==> src/rtl/seq_pkg.sv <==
// Shared encodings for the multi-cycle RV32 subset sequencer: opcode fields,
// FSM states, datapath select codes and the instruction-class enum.
package seq_pkg;

    localparam logic [6:0] OPC_OP     = 7'b0110011;
    localparam logic [6:0] OPC_OP_IMM = 7'b0010011;
    localparam logic [6:0] OPC_LOAD   = 7'b0000011;
    localparam logic [6:0] OPC_STORE  = 7'b0100011;
    localparam logic [6:0] OPC_BRANCH = 7'b1100011;
    localparam logic [6:0] OPC_JAL    = 7'b1101111;

    localparam logic [2:0] F3_ADDI    = 3'b000;
    localparam logic [2:0] F3_WORD    = 3'b010;
    localparam logic [2:0] F3_BEQ     = 3'b000;
    localparam logic [2:0] F3_BNE     = 3'b001;

    localparam logic [6:0] F7_ADD     = 7'b0000000;
    localparam logic [6:0] F7_SUB     = 7'b0100000;

    typedef enum logic [2:0] {
        ST_FETCH  = 3'd0,
        ST_DECODE = 3'd1,
        ST_EXEC   = 3'd2,
        ST_MEM    = 3'd3,
        ST_BRANCH = 3'd4,
        ST_WB     = 3'd5,
        ST_TRAP   = 3'd6
    } state_e;

    localparam logic [1:0] IMM_I  = 2'b00;
    localparam logic [1:0] IMM_S  = 2'b01;
    localparam logic [1:0] IMM_B  = 2'b10;
    localparam logic [1:0] IMM_J  = 2'b11;

    localparam logic [1:0] WB_MEM = 2'b00;
    localparam logic [1:0] WB_ALU = 2'b01;
    localparam logic [1:0] WB_PC4 = 2'b10;

    typedef enum logic [2:0] {
        CL_R    = 3'd0,
        CL_ADDI = 3'd1,
        CL_LW   = 3'd2,
        CL_SW   = 3'd3,
        CL_BR   = 3'd4,
        CL_JAL  = 3'd5,
        CL_ILL  = 3'd6
    } iclass_e;

    typedef struct packed {
        logic       alu_add;
        logic       asel;
        logic       bsel;
        logic [1:0] immsel;
    } alu_ctl_t;

    // ALU operand/operation selects set up in EXEC and held through MEM/WB.
    function automatic alu_ctl_t class_alu_ctl(input iclass_e cls, input logic is_sub);
        alu_ctl_t ctl;
        ctl = '{alu_add: 1'b0, asel: 1'b0, bsel: 1'b0, immsel: IMM_I};
        case (cls)
            CL_R:    ctl.alu_add = !is_sub;
            CL_ADDI: begin
                ctl.alu_add = 1'b1;
                ctl.bsel    = 1'b1;
            end
            CL_LW:   begin
                ctl.alu_add = 1'b1;
                ctl.bsel    = 1'b1;
            end
            CL_SW:   begin
                ctl.alu_add = 1'b1;
                ctl.bsel    = 1'b1;
                ctl.immsel  = IMM_S;
            end
            CL_JAL:  begin
                ctl.alu_add = 1'b1;
                ctl.asel    = 1'b1;
                ctl.bsel    = 1'b1;
                ctl.immsel  = IMM_J;
            end
            default: ctl.alu_add = 1'b0;
        endcase
        return ctl;
    endfunction

endpackage

==> src/rtl/seq_decode.sv <==
// Combinational instruction classifier: maps opcode/funct3/funct7 of the
// instruction register onto an instruction class, flagging anything undecodable.
module seq_decode
    import seq_pkg::*;
(
    input  logic [6:0] i_opcode,
    input  logic [2:0] i_funct3,
    input  logic [6:0] i_funct7,
    output iclass_e    o_class,
    output logic       o_illegal,
    output logic       o_sub,
    output logic       o_bne
);

    always_comb begin
        o_class = CL_ILL;
        case (i_opcode)
            OPC_OP: begin
                if (i_funct7 == F7_ADD || i_funct7 == F7_SUB) begin
                    o_class = CL_R;
                end
            end
            OPC_OP_IMM: begin
                if (i_funct3 == F3_ADDI) begin
                    o_class = CL_ADDI;
                end
            end
            OPC_LOAD: begin
                if (i_funct3 == F3_WORD) begin
                    o_class = CL_LW;
                end
            end
            OPC_STORE: begin
                if (i_funct3 == F3_WORD) begin
                    o_class = CL_SW;
                end
            end
            OPC_BRANCH: begin
                if (i_funct3 == F3_BEQ || i_funct3 == F3_BNE) begin
                    o_class = CL_BR;
                end
            end
            OPC_JAL: o_class = CL_JAL;
            default: o_class = CL_ILL;
        endcase
    end

    assign o_illegal = (o_class == CL_ILL);
    assign o_sub     = (i_funct7 == F7_SUB);
    assign o_bne     = (i_funct3 == F3_BNE);

endmodule

==> src/rtl/multicycle_sequencer.sv <==
// Multi-cycle control FSM for the RV32 add/sub/addi/lw/sw/beq/bne/jal datapath.
// Define SEQ_PERF_EN to build the cycle/retire performance counters.
module multicycle_sequencer
    import seq_pkg::*;
#(
    parameter int CNT_W = 32
) (
    input  logic             clk,
    input  logic             rst_n,
    input  logic [31:0]      instr,
    input  logic             zero,
    input  logic             mem_ack,
    output logic             mem_req,
    output logic             mem_we,
    output logic             mem_addr_sel,
    output logic             ir_load,
    output logic             pc_we,
    output logic             pc_sel,
    output logic             rf_we,
    output logic             alu_add,
    output logic             asel,
    output logic             bsel,
    output logic [1:0]       immsel,
    output logic [1:0]       wbsel,
    output logic [2:0]       state_o,
    output logic             illegal,
    output logic             retire,
    output logic [CNT_W-1:0] cycle_cnt,
    output logic [CNT_W-1:0] retire_cnt
);

    state_e   r_state;
    state_e   w_state_next;
    logic     r_taken;
    iclass_e  w_class;
    logic     w_illegal;
    logic     w_sub;
    logic     w_bne;
    alu_ctl_t w_alu;

    // Register specifiers belong to the datapath; the sequencer never looks at them.
    logic w_unused_reg_fields;
    assign w_unused_reg_fields = ^{instr[24:15], instr[11:7]};

    seq_decode u_decode (
        .i_opcode  (instr[6:0]),
        .i_funct3  (instr[14:12]),
        .i_funct7  (instr[31:25]),
        .o_class   (w_class),
        .o_illegal (w_illegal),
        .o_sub     (w_sub),
        .o_bne     (w_bne)
    );

    assign w_alu = class_alu_ctl(w_class, w_sub);

    always_ff @(posedge clk or negedge rst_n) begin
        if (!rst_n) begin
            r_state <= ST_FETCH;
        end else begin
            r_state <= w_state_next;
        end
    end

    // Branch outcome is captured while the ALU compares rs1/rs2, so BRANCH
    // can reuse the ALU for the PC+imm target.
    always_ff @(posedge clk or negedge rst_n) begin
        if (!rst_n) begin
            r_taken <= 1'b0;
        end else if (r_state == ST_EXEC && w_class == CL_BR) begin
            r_taken <= zero ^ w_bne;
        end
    end

    always_comb begin
        w_state_next = r_state;
        case (r_state)
            ST_FETCH: begin
                if (mem_ack) begin
                    w_state_next = ST_DECODE;
                end
            end
            ST_DECODE: begin
                w_state_next = w_illegal ? ST_TRAP : ST_EXEC;
            end
            ST_EXEC: begin
                case (w_class)
                    CL_R, CL_ADDI, CL_JAL: w_state_next = ST_WB;
                    CL_LW, CL_SW:          w_state_next = ST_MEM;
                    CL_BR:                 w_state_next = ST_BRANCH;
                    default:               w_state_next = ST_TRAP;
                endcase
            end
            ST_MEM: begin
                if (mem_ack) begin
                    w_state_next = (w_class == CL_LW) ? ST_WB : ST_FETCH;
                end
            end
            ST_BRANCH: w_state_next = ST_FETCH;
            ST_WB:     w_state_next = ST_FETCH;
            ST_TRAP:   w_state_next = ST_TRAP;
            default:   w_state_next = ST_FETCH;
        endcase
    end

    always_comb begin
        mem_req      = 1'b0;
        mem_we       = 1'b0;
        mem_addr_sel = 1'b0;
        ir_load      = 1'b0;
        pc_we        = 1'b0;
        pc_sel       = 1'b0;
        rf_we        = 1'b0;
        alu_add      = 1'b0;
        asel         = 1'b0;
        bsel         = 1'b0;
        immsel       = IMM_I;
        wbsel        = WB_ALU;
        illegal      = 1'b0;
        retire       = 1'b0;
        case (r_state)
            ST_FETCH: begin
                // Reset parks the FSM here, so the request is held off until rst_n releases.
                mem_req = rst_n;
                ir_load = rst_n & mem_ack;
            end
            ST_EXEC: begin
                alu_add = w_alu.alu_add;
                asel    = w_alu.asel;
                bsel    = w_alu.bsel;
                immsel  = w_alu.immsel;
            end
            ST_MEM: begin
                mem_req      = 1'b1;
                mem_addr_sel = 1'b1;
                mem_we       = (w_class == CL_SW);
                alu_add      = w_alu.alu_add;
                asel         = w_alu.asel;
                bsel         = w_alu.bsel;
                immsel       = w_alu.immsel;
                if (mem_ack && w_class == CL_SW) begin
                    pc_we  = 1'b1;
                    retire = 1'b1;
                end
            end
            ST_BRANCH: begin
                asel    = 1'b1;
                bsel    = 1'b1;
                immsel  = IMM_B;
                alu_add = 1'b1;
                pc_we   = 1'b1;
                pc_sel  = r_taken;
                retire  = 1'b1;
            end
            ST_WB: begin
                alu_add = w_alu.alu_add;
                asel    = w_alu.asel;
                bsel    = w_alu.bsel;
                immsel  = w_alu.immsel;
                rf_we   = 1'b1;
                pc_we   = 1'b1;
                retire  = 1'b1;
                case (w_class)
                    CL_LW:   wbsel = WB_MEM;
                    CL_JAL:  wbsel = WB_PC4;
                    default: wbsel = WB_ALU;
                endcase
                pc_sel  = (w_class == CL_JAL);
            end
            ST_TRAP: illegal = 1'b1;
            default: illegal = 1'b0;
        endcase
    end

    assign state_o = r_state;

`ifdef SEQ_PERF_EN
    logic [CNT_W-1:0] r_cycle_cnt;
    logic [CNT_W-1:0] r_retire_cnt;

    always_ff @(posedge clk or negedge rst_n) begin
        if (!rst_n) begin
            r_cycle_cnt  <= '0;
            r_retire_cnt <= '0;
        end else begin
            r_cycle_cnt <= r_cycle_cnt + CNT_W'(1);
            if (retire) begin
                r_retire_cnt <= r_retire_cnt + CNT_W'(1);
            end
        end
    end

    assign cycle_cnt  = r_cycle_cnt;
    assign retire_cnt = r_retire_cnt;
`else
    assign cycle_cnt  = '0;
    assign retire_cnt = '0;
`endif

endmodule

==> config.mk <==
export PLATFORM = sky130hd
export DESIGN_NAME = multicycle_sequencer
export DESIGN_NICKNAME = d
export VERILOG_FILES = /design/src/rtl/seq_pkg.sv /design/src/rtl/seq_decode.sv /design/src/rtl/multicycle_sequencer.sv
export SDC_FILE = /design/constraint.sdc
export NUM_CORES = 1
export LEC_CHECK = 0
export CAP_MARGIN = 20
export CORE_MARGIN = 2
export CORE_UTILIZATION = 29
export CTS_CLUSTER_SIZE = 28
export DETAILED_ROUTE_END_ITERATION = 7
export GPL_ROUTABILITY_DRIVEN = 1
export HOLD_SLACK_MARGIN = 0.12
export PLACE_DENSITY = 0.85
export SLEW_MARGIN = 40
export SYNTH_ARGS = -nofsm -noshare
export SYNTH_HDL_FRONTEND = slang
export SYNTH_HIERARCHICAL = 1
export SYNTH_SLANG_ARGS = --single-unit
export TNS_END_PERCENT = 100
==> constraint.sdc <==
create_clock -name clk -period 3.4 [get_ports clk]
set_input_delay 0.68 -clock clk [delete_from_list [all_inputs] [get_ports clk]]
set_output_delay 0.68 -clock clk [all_outputs]
set_load 0.02 [all_outputs]
==> impl_metrics.json <==
{
  "gp_congestion": 0.868,
  "cts_tree": "built",
  "async_flop_share": 1.00,
  "hpwl_um": 2150,
  "crit_family": "simple AND/OR/NAND/NOR gates",
  "drive_gt1_frac": 0.296,
  "cp-end-kind": "primary output",
  "path_depth": 9,
  "synthCells": 153,
  "synth_top_flop_cell": "dfrtp_1",
  "n_antenna_cell": 0,
  "first_pass_iters": 4,
  "cts_made_buffers": 3,
  "rows": 22,
  "post_drt_wl_per_cell_um": 10.3,
  "multiInputGateArea_sq_um": 881,
  "fillers": 377,
  "drv_slew": 0,
  "leakage_nw": 0.794,
  "route.detailed.drc": 0,
  "ctsRootBufferMaster": "clkbuf_8",
  "synth_seq_area_share": 0.0875,
  "vias": 1086,
  "die_x_um": 66.8,
  "crit_arrival_ps": 2660,
  "hold_depth": 2,
  "cp_num_buf_inv": 3,
  "synth_cell_types": 45,
  "initial_core_util": 0.308,
  "drtIter0Drc": 36,
  "grt_max_degree": 15,
  "reg2reg_depth": 4,
  "worstSetupStartpointType": "primary input",
  "vdd_drop_max_mv": 0.221,
  "cp_max_fo": 5,
  "synth.avg_cell_area_sq_um": 7.47,
  "swShare": 0.522,
  "cp.required_ps": 2720,
  "grt_overflow": 0,
  "hold_path_class": "reg -> reg",
  "cts_hold_buf": 0,
  "io_buffer_count": 39,
  "area_growth_pct": 40.3,
  "grt_usage": 0.117,
  "worst_path_max_delay_cell": "or4_4",
  "nNetsFinal": 251,
  "critPathMaxStageDelay_ps": 430,
  "final_cell_area_sq_um": 1600,
  "clkPwrFrac": 0.137,
  "antenna_found_initial": 0,
  "fmax_mhz": 299,
  "power_frac_seq": 0.182,
  "seq_area_sq_um": 100,
  "via_per_inst": 4.16,
  "ys_seq_elements": 4,
  "grt_pass1_vias": 961,
  "clk_latency_ps": 210,
  "fin_skew_ps": 2.63,
  "maxCapViolCount": 0,
  "routed.top_layer": "met4",
  "fp.dieH_um": 66.8,
  "io_pins": 119,
  "cp_common_cell": "buf_4",
  "met2WireLength_um": 1480,
  "ant_nets": 0,
  "core_sq_um": 3720,
  "p_int_uw": 335,
  "clockBufferDepth": 2,
  "fin_crit_ps": 3340,
  "run_status": "completed",
  "clock_sinks": 4,
  "path_cells": "clkdlybuf4s15_1, or3b_4, or4_4, a31oi_4, buf_4, nand2b_2, o211a_1, o22ai_1, buf_4",
  "dieArea_sq_um": 4460,
  "critPathKind": "in -> out",
  "wl_um": 2690,
  "p_per_area_nw_per_um2": 437,
  "m1WireLength_um": 972,
  "clk_pin_slew_ps": 30,
  "setup_viol": 0,
  "period_share": 0.983,
  "h-tree-depth": 1,
  "p_switching_uw": 366,
  "synth_edf_count": 0,
  "postPlaceCellArea_sq_um": 1480,
  "syn_area_sq_um": 1140,
  "wl_met3_um": 236,
  "grt_pass1_wl_um": 4110,
  "yosys_warnings": 6,
  "hold_violations": 0,
  "p_comb_frac": 0.682,
  "fin_util": 0.432
}
==> metal layers <==
| layer | up-vias | GRT usage |
|---|---|---|
| li1 | 532 | - |
| met1 | 496 | 0.126 |
| met2 | 56 | 0.228 |
| met3 | 2 | 0.0338 |
| met4 | 0 | 0.0179 |
| met5 | - | 0 |
==> layout make-up <==
| type | count | area share |
|---|---|---|
| well taps | 48 | 0.0374 |
| repair buffers | 62 | 0.318 |
| inverters | 3 | 0.00702 |
| flip-flops and latches | 4 | 0.0624 |
| multi-input cells | 141 | 0.549 |
| clock buffers | 3 | 0.0257 |
==> flip-flops by register name (all words and copies together) (netlist names) <==
name,count
state_o,3
r_taken,1
==> tightest hold or removal path, stage by stage (launching register included) <==
cell and delay [ps]:
dfrtp_1 350, a21oi_1 50, a31oi_1 130
==> logic make-up after synthesis <==
kind of cell / count (synthesis) / synth area share
and+or+nand+nor: 44 / 0.245
other: 1 / 0.00328
AOI/OAI and AO/OA: 31 / 0.197
xor gates and xnor gates: 2 / 0.0153
buffers and inverters: 71 / 0.452
DFF: 4 / 0.0875
==> metrics by stage <==
stage / total power, mW / std cells / hold slack [ps] / setup WS [ps] / setup TNS (ps)
after global placement: 0.608 / 255 / 562 / -699 / -6850
after global routing: 0.752 / 261 / 607 / -11.9 / -11.9
after detailed placement: 0.615 / 255 / 559 / -795 / -7620
after CTS: 0.694 / 261 / 566 / 4.25 / 0
after floorplan: 0.482 / 216 / 384 / 75.3 / 0
final: 0.701 / 261 / 572 / 59.0 / 0
==> power groups by stage <==
stage / Clock, mW / Combinational, mW / Sequential [mW]
CTS: 0.0992 / 0.469 / 0.125
global placement: 0 / 0.483 / 0.125
detailed placement: 0 / 0.489 / 0.126
finish: 0.0958 / 0.478 / 0.127
global route: 0.104 / 0.513 / 0.136
floorplan: 0 / 0.377 / 0.105
==> worst paths after layout <==
| check | startpoint | slack, ps | to |
|---|---|---|---|
| worst max register to register | state_o[0] | 1970 | state_o[2] |
| worst min register to register | r_taken | 570 | r_taken |
| worst min-delay path | r_taken | 570 | r_taken |
| max in group asynchronous | rst_n | 2520 | r_taken |
| min in group asynchronous | rst_n | 690 | state_o[2] |
| worst max-delay path | instr[12] | 60 | alu_add |
==> timing repair <==
action	4_1_cts	5_1_grt
hold endpoints to repair	0	0
buffers inserted	3	0
pin swaps	10	12
endpoints found under the setup margin	11	11
gates cloned	0	0
gates resized for setup	76	24
==> cell usage after synthesis, types with 2 or more instances <==
cell,count,area share
and3_1,2,0.011
a21oi_1,6,0.026
o21ai_0,5,0.022
or2_1,2,0.011
nand3_1,7,0.031
a31oi_1,2,0.011
buf_2,2,0.0088
nand2b_2,2,0.015
dfrtp_1,4,0.088
xnor2_1,2,0.015
nor2_1,4,0.013
inv_1,3,0.0098
o211ai_1,2,0.013
nor3b_1,2,0.013
nand2b_1,3,0.016
o21ai_1,2,0.0088
buf_4,66,0.43
nor4_1,2,0.011
and2b_1,2,0.013
nand2_1,5,0.016
nor2b_1,2,0.011
a21o_1,3,0.020
==> placed cells by master, fill, tap and decap left out, drive strengths merged, types with 5 or more instances in the layout <==
cell,count
nand3,7
a21oi,6
clkdlybuf4s50,15
nand2,5
conb,64
o21ai,7
clkbuf,8
nand2b,5
buf,34
No activity file was read; power rests on OpenSTA's default activity.
